## config.mk

```make
export PLATFORM = sky130hd
export DESIGN_NAME = wb_dma_copy
export DESIGN_NICKNAME = d
export VERILOG_FILES = /design/src/rtl/wb_dma_copy.sv
export SDC_FILE = /design/constraint.sdc
export NUM_CORES = 1
export LEC_CHECK = 0
export CAP_MARGIN = 20
export CORE_ASPECT_RATIO = 0.6
export CORE_MARGIN = 1.5
export CORE_UTILIZATION = 40
export CTS_BUF_LIST = sky130_fd_sc_hd__clkbuf_8
export CTS_CLUSTER_SIZE = 30
export DETAILED_ROUTE_END_ITERATION = 16
export SLEW_MARGIN = 10
export SYNTH_ARGS = -nofsm -noshare
export SYNTH_HDL_FRONTEND = slang
export SYNTH_SLANG_ARGS = --single-unit
```

## constraint.sdc

```tcl
create_clock -name clk_i -period 9.49 [get_ports clk_i]
set_input_delay 1.898 -clock clk_i [delete_from_list [all_inputs] [get_ports clk_i]]
set_output_delay 1.898 -clock clk_i [all_outputs]
set_load 0.05 [all_outputs]
```

## src/rtl/wb_dma_copy.sv

```systemverilog
`default_nettype none
// ============================================================================
// Module   : wb_dma_copy
// Function : Chunked word copy engine with a Wishbone pipelined config
//            responder and a Wishbone pipelined bus initiator.
// Revision : 1.0
// ============================================================================
module wb_dma_copy #(
    parameter int WB_AW     = 32,
    parameter int WB_DW     = 32,
    parameter int MAX_BURST = 8,
    parameter int LEN_W     = 16
) (
    input  logic               clk_i,
    input  logic               rst_i,
    input  logic               s_cyc_i,
    input  logic               s_stb_i,
    input  logic               s_we_i,
    input  logic [1:0]         s_addr_i,
    input  logic [WB_DW-1:0]   s_wdata_i,
    input  logic [WB_DW/8-1:0] s_sel_i,
    output logic               s_stall_o,
    output logic               s_ack_o,
    output logic               s_err_o,
    output logic [WB_DW-1:0]   s_rdata_o,
    output logic               m_cyc_o,
    output logic               m_stb_o,
    output logic               m_we_o,
    output logic [WB_AW-1:0]   m_addr_o,
    output logic [WB_DW-1:0]   m_wdata_o,
    output logic [WB_DW/8-1:0] m_sel_o,
    input  logic               m_stall_i,
    input  logic               m_ack_i,
    input  logic               m_err_i,
    input  logic [WB_DW-1:0]   m_rdata_i,
    output logic               irq_o
);

    localparam int CW = $clog2(MAX_BURST) + 1;
    localparam int PW = $clog2(MAX_BURST);

    typedef enum logic [2:0] {
        S_IDLE  = 3'd0,
        S_RD    = 3'd1,
        S_RD2WR = 3'd2,
        S_WR    = 3'd3,
        S_WR2RD = 3'd4
    } state_t;

    state_t             r_state;
    state_t             w_next_state;

    logic [WB_AW-1:0]   r_src;
    logic [WB_AW-1:0]   r_dst;
    logic [LEN_W-1:0]   r_len;
    logic               r_done;
    logic               r_err;
    logic               r_irq_en;

    logic [WB_AW-1:0]   r_cur_src;
    logic [WB_AW-1:0]   r_cur_dst;
    logic [LEN_W-1:0]   r_remaining;

    logic [CW-1:0]      r_issued;
    logic [CW-1:0]      r_acked;
    logic [CW-1:0]      r_outstanding;

    logic [WB_DW-1:0]   r_mem [MAX_BURST];
    logic [PW-1:0]      r_wr_ptr;
    logic [PW-1:0]      r_rd_ptr;

    logic               r_s_ack;
    logic [WB_DW-1:0]   r_s_rdata;

    logic               w_cfg_req;
    logic               w_cfg_wr;
    logic               w_busy;
    logic               w_start;
    logic [CW-1:0]      w_chunk;
    logic               w_active;
    logic               w_accept;
    logic               w_ack;
    logic               w_abort;
    logic               w_last_ack;
    logic               w_chunk_end;
    logic               w_final;
    logic [WB_DW-1:0]   w_rd_val;
    logic               w_unused;

    assign w_unused    = ^s_sel_i;

    assign w_cfg_req   = s_cyc_i & s_stb_i;
    assign w_cfg_wr    = w_cfg_req & s_we_i;
    assign w_busy      = (r_state != S_IDLE);
    assign w_start     = w_cfg_wr && (s_addr_i == 2'd3) && s_wdata_i[0] && !w_busy;
    assign w_chunk     = (r_remaining >= LEN_W'(MAX_BURST)) ? CW'(MAX_BURST) : CW'(r_remaining);
    assign w_active    = (r_state == S_RD) || (r_state == S_WR);

    assign m_cyc_o     = w_active;
    assign m_stb_o     = w_active && (r_issued < w_chunk);
    assign m_we_o      = (r_state == S_WR);
    assign m_sel_o     = '1;
    assign m_addr_o    = !w_active ? '0 :
                         ((r_state == S_WR) ? r_cur_dst : r_cur_src) + WB_AW'(r_issued);
    assign m_wdata_o   = (r_state == S_WR) ? r_mem[r_rd_ptr] : '0;

    // Acks with nothing outstanding (e.g. stragglers after an abort) are dropped.
    assign w_accept    = m_stb_o & ~m_stall_i;
    assign w_ack       = m_ack_i & w_active & (r_outstanding != '0);
    assign w_abort     = m_err_i & w_active;
    assign w_last_ack  = w_ack && ((r_acked + CW'(1)) == w_chunk);
    assign w_chunk_end = (r_state == S_WR) && w_last_ack && !w_abort;
    assign w_final     = (r_remaining == LEN_W'(w_chunk));

    assign s_stall_o   = 1'b0;
    assign s_err_o     = 1'b0;
    assign s_ack_o     = r_s_ack;
    assign s_rdata_o   = r_s_rdata;
    assign irq_o       = r_irq_en & (r_done | r_err);

    always_ff @(posedge clk_i) begin
        if (rst_i) begin
            r_state <= S_IDLE;
        end else begin
            r_state <= w_next_state;
        end
    end

    // The gap states keep m_cyc_o low for one cycle between read and write phases.
    always_comb begin
        w_next_state = r_state;
        case (r_state)
            S_IDLE:  if (w_start && (r_len != '0)) w_next_state = S_RD;
            S_RD: begin
                if (w_abort)         w_next_state = S_IDLE;
                else if (w_last_ack) w_next_state = S_RD2WR;
            end
            S_RD2WR: w_next_state = S_WR;
            S_WR: begin
                if (w_abort)          w_next_state = S_IDLE;
                else if (w_last_ack)  w_next_state = w_final ? S_IDLE : S_WR2RD;
            end
            S_WR2RD: w_next_state = S_RD;
            default: w_next_state = S_IDLE;
        endcase
    end

    always_comb begin
        w_rd_val = '0;
        case (s_addr_i)
            2'd0:    w_rd_val = WB_DW'(r_src);
            2'd1:    w_rd_val = WB_DW'(r_dst);
            2'd2:    w_rd_val = WB_DW'(r_len);
            default: w_rd_val = WB_DW'({r_irq_en, r_err, r_done, w_busy, 1'b0});
        endcase
    end

    always_ff @(posedge clk_i) begin
        if (rst_i) begin
            r_src         <= '0;
            r_dst         <= '0;
            r_len         <= '0;
            r_done        <= 1'b0;
            r_err         <= 1'b0;
            r_irq_en      <= 1'b0;
            r_cur_src     <= '0;
            r_cur_dst     <= '0;
            r_remaining   <= '0;
            r_issued      <= '0;
            r_acked       <= '0;
            r_outstanding <= '0;
            r_wr_ptr      <= '0;
            r_rd_ptr      <= '0;
            r_s_ack       <= 1'b0;
            r_s_rdata     <= '0;
        end else begin
            r_s_ack   <= w_cfg_req;
            r_s_rdata <= (w_cfg_req && !s_we_i) ? w_rd_val : '0;

            if (w_cfg_wr && !w_busy) begin
                case (s_addr_i)
                    2'd0:    r_src <= WB_AW'(s_wdata_i);
                    2'd1:    r_dst <= WB_AW'(s_wdata_i);
                    2'd2:    r_len <= s_wdata_i[LEN_W-1:0];
                    default: ;
                endcase
            end

            if (w_cfg_wr && (s_addr_i == 2'd3)) begin
                r_irq_en <= s_wdata_i[4];
                if (s_wdata_i[2]) r_done <= 1'b0;
                if (s_wdata_i[3]) r_err  <= 1'b0;
            end

            if (w_start) begin
                r_cur_src   <= r_src;
                r_cur_dst   <= r_dst;
                r_remaining <= r_len;
                r_done      <= (r_len == '0);
                r_err       <= 1'b0;
            end

            if (w_abort) begin
                r_err  <= 1'b1;
                r_done <= 1'b0;
            end else if (w_chunk_end) begin
                r_cur_src   <= r_cur_src + WB_AW'(w_chunk);
                r_cur_dst   <= r_cur_dst + WB_AW'(w_chunk);
                r_remaining <= r_remaining - LEN_W'(w_chunk);
                if (w_final) r_done <= 1'b1;
            end

            if (!w_active || w_abort) begin
                r_issued      <= '0;
                r_acked       <= '0;
                r_outstanding <= '0;
            end else begin
                r_issued      <= r_issued + CW'(w_accept);
                r_acked       <= r_acked + CW'(w_ack);
                r_outstanding <= r_outstanding + CW'(w_accept) - CW'(w_ack);
            end

            if (w_abort) begin
                r_wr_ptr <= '0;
                r_rd_ptr <= '0;
            end else begin
                if ((r_state == S_RD) && w_ack)    r_wr_ptr <= r_wr_ptr + PW'(1);
                if ((r_state == S_WR) && w_accept) r_rd_ptr <= r_rd_ptr + PW'(1);
            end
        end
    end

    always_ff @(posedge clk_i) begin
        if ((r_state == S_RD) && w_ack && !w_abort) r_mem[r_wr_ptr] <= m_rdata_i;
    end

endmodule
`default_nettype wire

```

==> impl_metrics.json <==
{
  "timing.rr.end": "r_cur_dst[24]",
  "syn_to_final_growth_pct": 17.3,
  "hold_path_end": "r_src[30]",
  "ys_top_cells_by_count": "288 x nand2_1, 256 x edfxtp_1, 220 x dfxtp_1, 198 x nor2_1, 120 x a21oi_1",
  "critical_path_arrival_ns": 5.89,
  "nNetsFinal": 2292,
  "worstMarginPinSlew_ns": 1.20,
  "cts_hold_buf": 0,
  "grt_overflow": 0,
  "min_period_over_period": 0.821,
  "place_inst": 2817,
  "grt_antenna_before_repair": 0,
  "post_cts_buffers": 0,
  "regToRegSetupSlack_ns": 4.48,
  "r2r_cells": 14,
  "portBuffers": 174,
  "clock_path_buffers": 3,
  "drt_pass1_iterations": 5,
  "fmax_mhz": 128,
  "hp-class": "reg -> reg",
  "max_cap_violations": 0,
  "yosys.area.top_type": "edfxtp_1",
  "grt_max_degree": 81,
  "p_switching_w": 0.000909,
  "synth.most_common_cell": "nand2_1",
  "cp.required_ns": 7.59,
  "period_minus_slack_ns": 7.79,
  "yosys_warnings": 0,
  "drt_iter0_drc": 1625,
  "synth_edf_count": 256,
  "holdPathStages": 2,
  "start_util": 0.408,
  "grt_use_total": 0.223,
  "htreeDepth": 3,
  "placed_area_um2": 24600,
  "die_width_um": 307,
  "syn_avg_cell_area_um2": 10.9,
  "ctsResizeCount": 0,
  "p_sw_frac": 0.228,
  "clkLatencyLatePin_ns": 0.65,
  "synth-seq-area-share": 0.544,
  "setup_viol": 0,
  "drc_errors": 0,
  "cts.sinks": 476,
  "gp_congestion": 0.899,
  "ir_drop_mv": 0.0785,
  "dp_hpwl_mm": 42.1,
  "postRouteAntennaNets": 0,
  "internal_power_w": 0.00308,
  "synth_flop_cell": "edfxtp_1",
  "cts_buffers": 76,
  "io_pins": 185,
  "cp-start-kind": "register",
  "drt_wl_total_mm": 63.7,
  "ys_types": 81,
  "vias": 16985,
  "relSlewSlack": 0.189,
  "p_seq_frac": 0.546,
  "grt_pass1_wl_mm": 97.5,
  "clock-skew-final_ns": 0.0422,
  "post-route-cell-area_um2": 26000,
  "die_y_um": 186,
  "rows": 66,
  "synth_area_leaders": "edfxtp_1 35%, dfxtp_1 20%, mux4_2 6.8%",
  "clkPwrFrac": 0.424,
  "cts_tree": "done",
  "stdcell_count": 2949,
  "power.density_nw_per_um2": 153,
  "core_um2": 54500,
  "slew_violations": 0,
  "syn_inst": 2036,
  "cp_max_fo": 38,
  "tns_ns": 0,
  "synth_area_um2": 22200,
  "status": "completed",
  "cts-root-buf": "clkbuf_8",
  "rsz0062_at_grt": "no",
  "r2r-start": "r_remaining[6]",
  "p_comb_frac": 0.030,
  "clk_pin_slew_ns": 0.06,
  "vias_per_cell": 5.76,
  "yosysTopAreaCellShare": 0.346,
  "wl_per_cell_um": 21.6,
  "post_route_cells_drive_above_1_share": 0.112,
  "ys_ff_latch": 476,
  "num-fill-cells": 4943,
  "ys_async_sr_fraction": 0,
  "hold_viol": 0,
  "min_from": "r_src[30]",
  "crit_path_end_kind": "output pin",
  "die-area_um2": 57000,
  "grt_pass1_vias": 16590,
  "critical_path_class": "reg -> out",
  "p_leak_nw": 8.41
}
## kinds of logic after synthesis
logic type,after synthesis,share of synthesized area
other,2,0.000338
xor gates and xnor gates,54,0.0213
buffers and inverters,190,0.0352
AOI/OAI and AO/OA,342,0.105
and+or+nand+nor,766,0.158
DFF,476,0.544
adders and majority gates,32,0.0194
muxes,174,0.116
## worst max-delay path by stage
stage,start,to,slack [ns],cells after the start
2_1_floorplan,r_state[1],m_addr_o[24],2.33,18
3_3_place_gp,r_state[0],m_addr_o[30],2.52,17
3_5_place_dp,r_state[0],m_addr_o[28],2.44,17
4_1_cts,r_state[0],m_addr_o[28],1.71,17
5_1_grt,r_state[0],m_addr_o[24],1.31,17
6_report,r_state[0],m_addr_o[28],1.70,17
## sequential cells by signal (all words and copies together), names as in the netlist, named ones only
signal / count
r_done: 1
s_ack_o: 1
r_wr_ptr: 3
r_irq_en: 1
r_cur_dst: 32
r_issued: 4
r_remaining: 16
r_acked: 4
r_err: 1
r_state: 3
r_mem: 256
r_rd_ptr: 3
r_len: 16
r_dst: 32
r_cur_src: 32
r_src: 32
r_outstanding: 4
s_rdata_o: 32
## through the flow
stage	util	hold WS [ns]	total power, W	setup WS [ns]
3_5_place_dp	0.452	0.463	0.00234	2.44
6_report	0.478	0.475	0.00399	1.70
4_1_cts	0.478	0.472	0.00403	1.71
3_3_place_gp	0.452	0.460	0.00234	2.52
2_1_floorplan	-	0.445	0.00228	2.33
5_1_grt	0.478	0.498	0.00413	1.31
## layout make-up
class / count / area (um^2) / area share
antenna: 1 / 2.50 / 0.0000961
sequential: 476 / 12100 / 0.465
tap: 714 / 893 / 0.0343
timing repair buffer: 216 / 2050 / 0.0787
inverter: 37 / 139 / 0.00533
clock inverter: 43 / 221 / 0.00850
multi-input combinational: 1375 / 9440 / 0.363
clock buffer: 87 / 1200 / 0.0460
## cells in the final DEF, fill, tap and decap left out, types with 60 or more instances in the layout
cell type / instances
clkbuf_8: 87
dfxtp_1: 217
nor2_1: 191
nand2_1: 288
mux4_2: 67
a21oi_1: 120
nand3_1: 60
edfxtp_1: 256
clkdlybuf4s50_1: 172
mux2i_1: 106
## critical path, cell delays in order (launching register included)
cell and delay (ns):
dfxtp_1 0.42, nand3b_1 0.29, inv_1 0.12, buf_4 0.48, nand2_1 0.11, nand2_1 0.08
ha_1 0.15, inv_1 0.05, fa_1 0.37, nor2b_1 0.16, o21ai_0 0.16, a2111oi_2 0.45
buf_4 0.26, nor4b_1 0.88, nand2b_1 0.16, xnor2_1 0.18, nor2_1 0.09, clkdlybuf4s50_1 0.82
## power groups by stage
| stage | Clock, W | Combinational (W) | Sequential, W |
|---|---|---|---|
| floorplan | 0 | 0.0000546 | 0.00222 |
| global placement | 0 | 0.000116 | 0.00222 |
| finish | 0.00169 | 0.000120 | 0.00218 |
| detailed placement | 0 | 0.000118 | 0.00222 |
| CTS | 0.00173 | 0.000119 | 0.00218 |
| global route | 0.00182 | 0.000130 | 0.00218 |
## per-layer routing
layer	GRT usage	share of wire	up-vias
li1	-	-	7811
met1	0.325	0.47	8489
met2	0.330	0.44	601
met3	0.0565	0.079	84
met4	0.0571	0.019	0
met5	0	0	-
(Power assumes the default switching activity.)
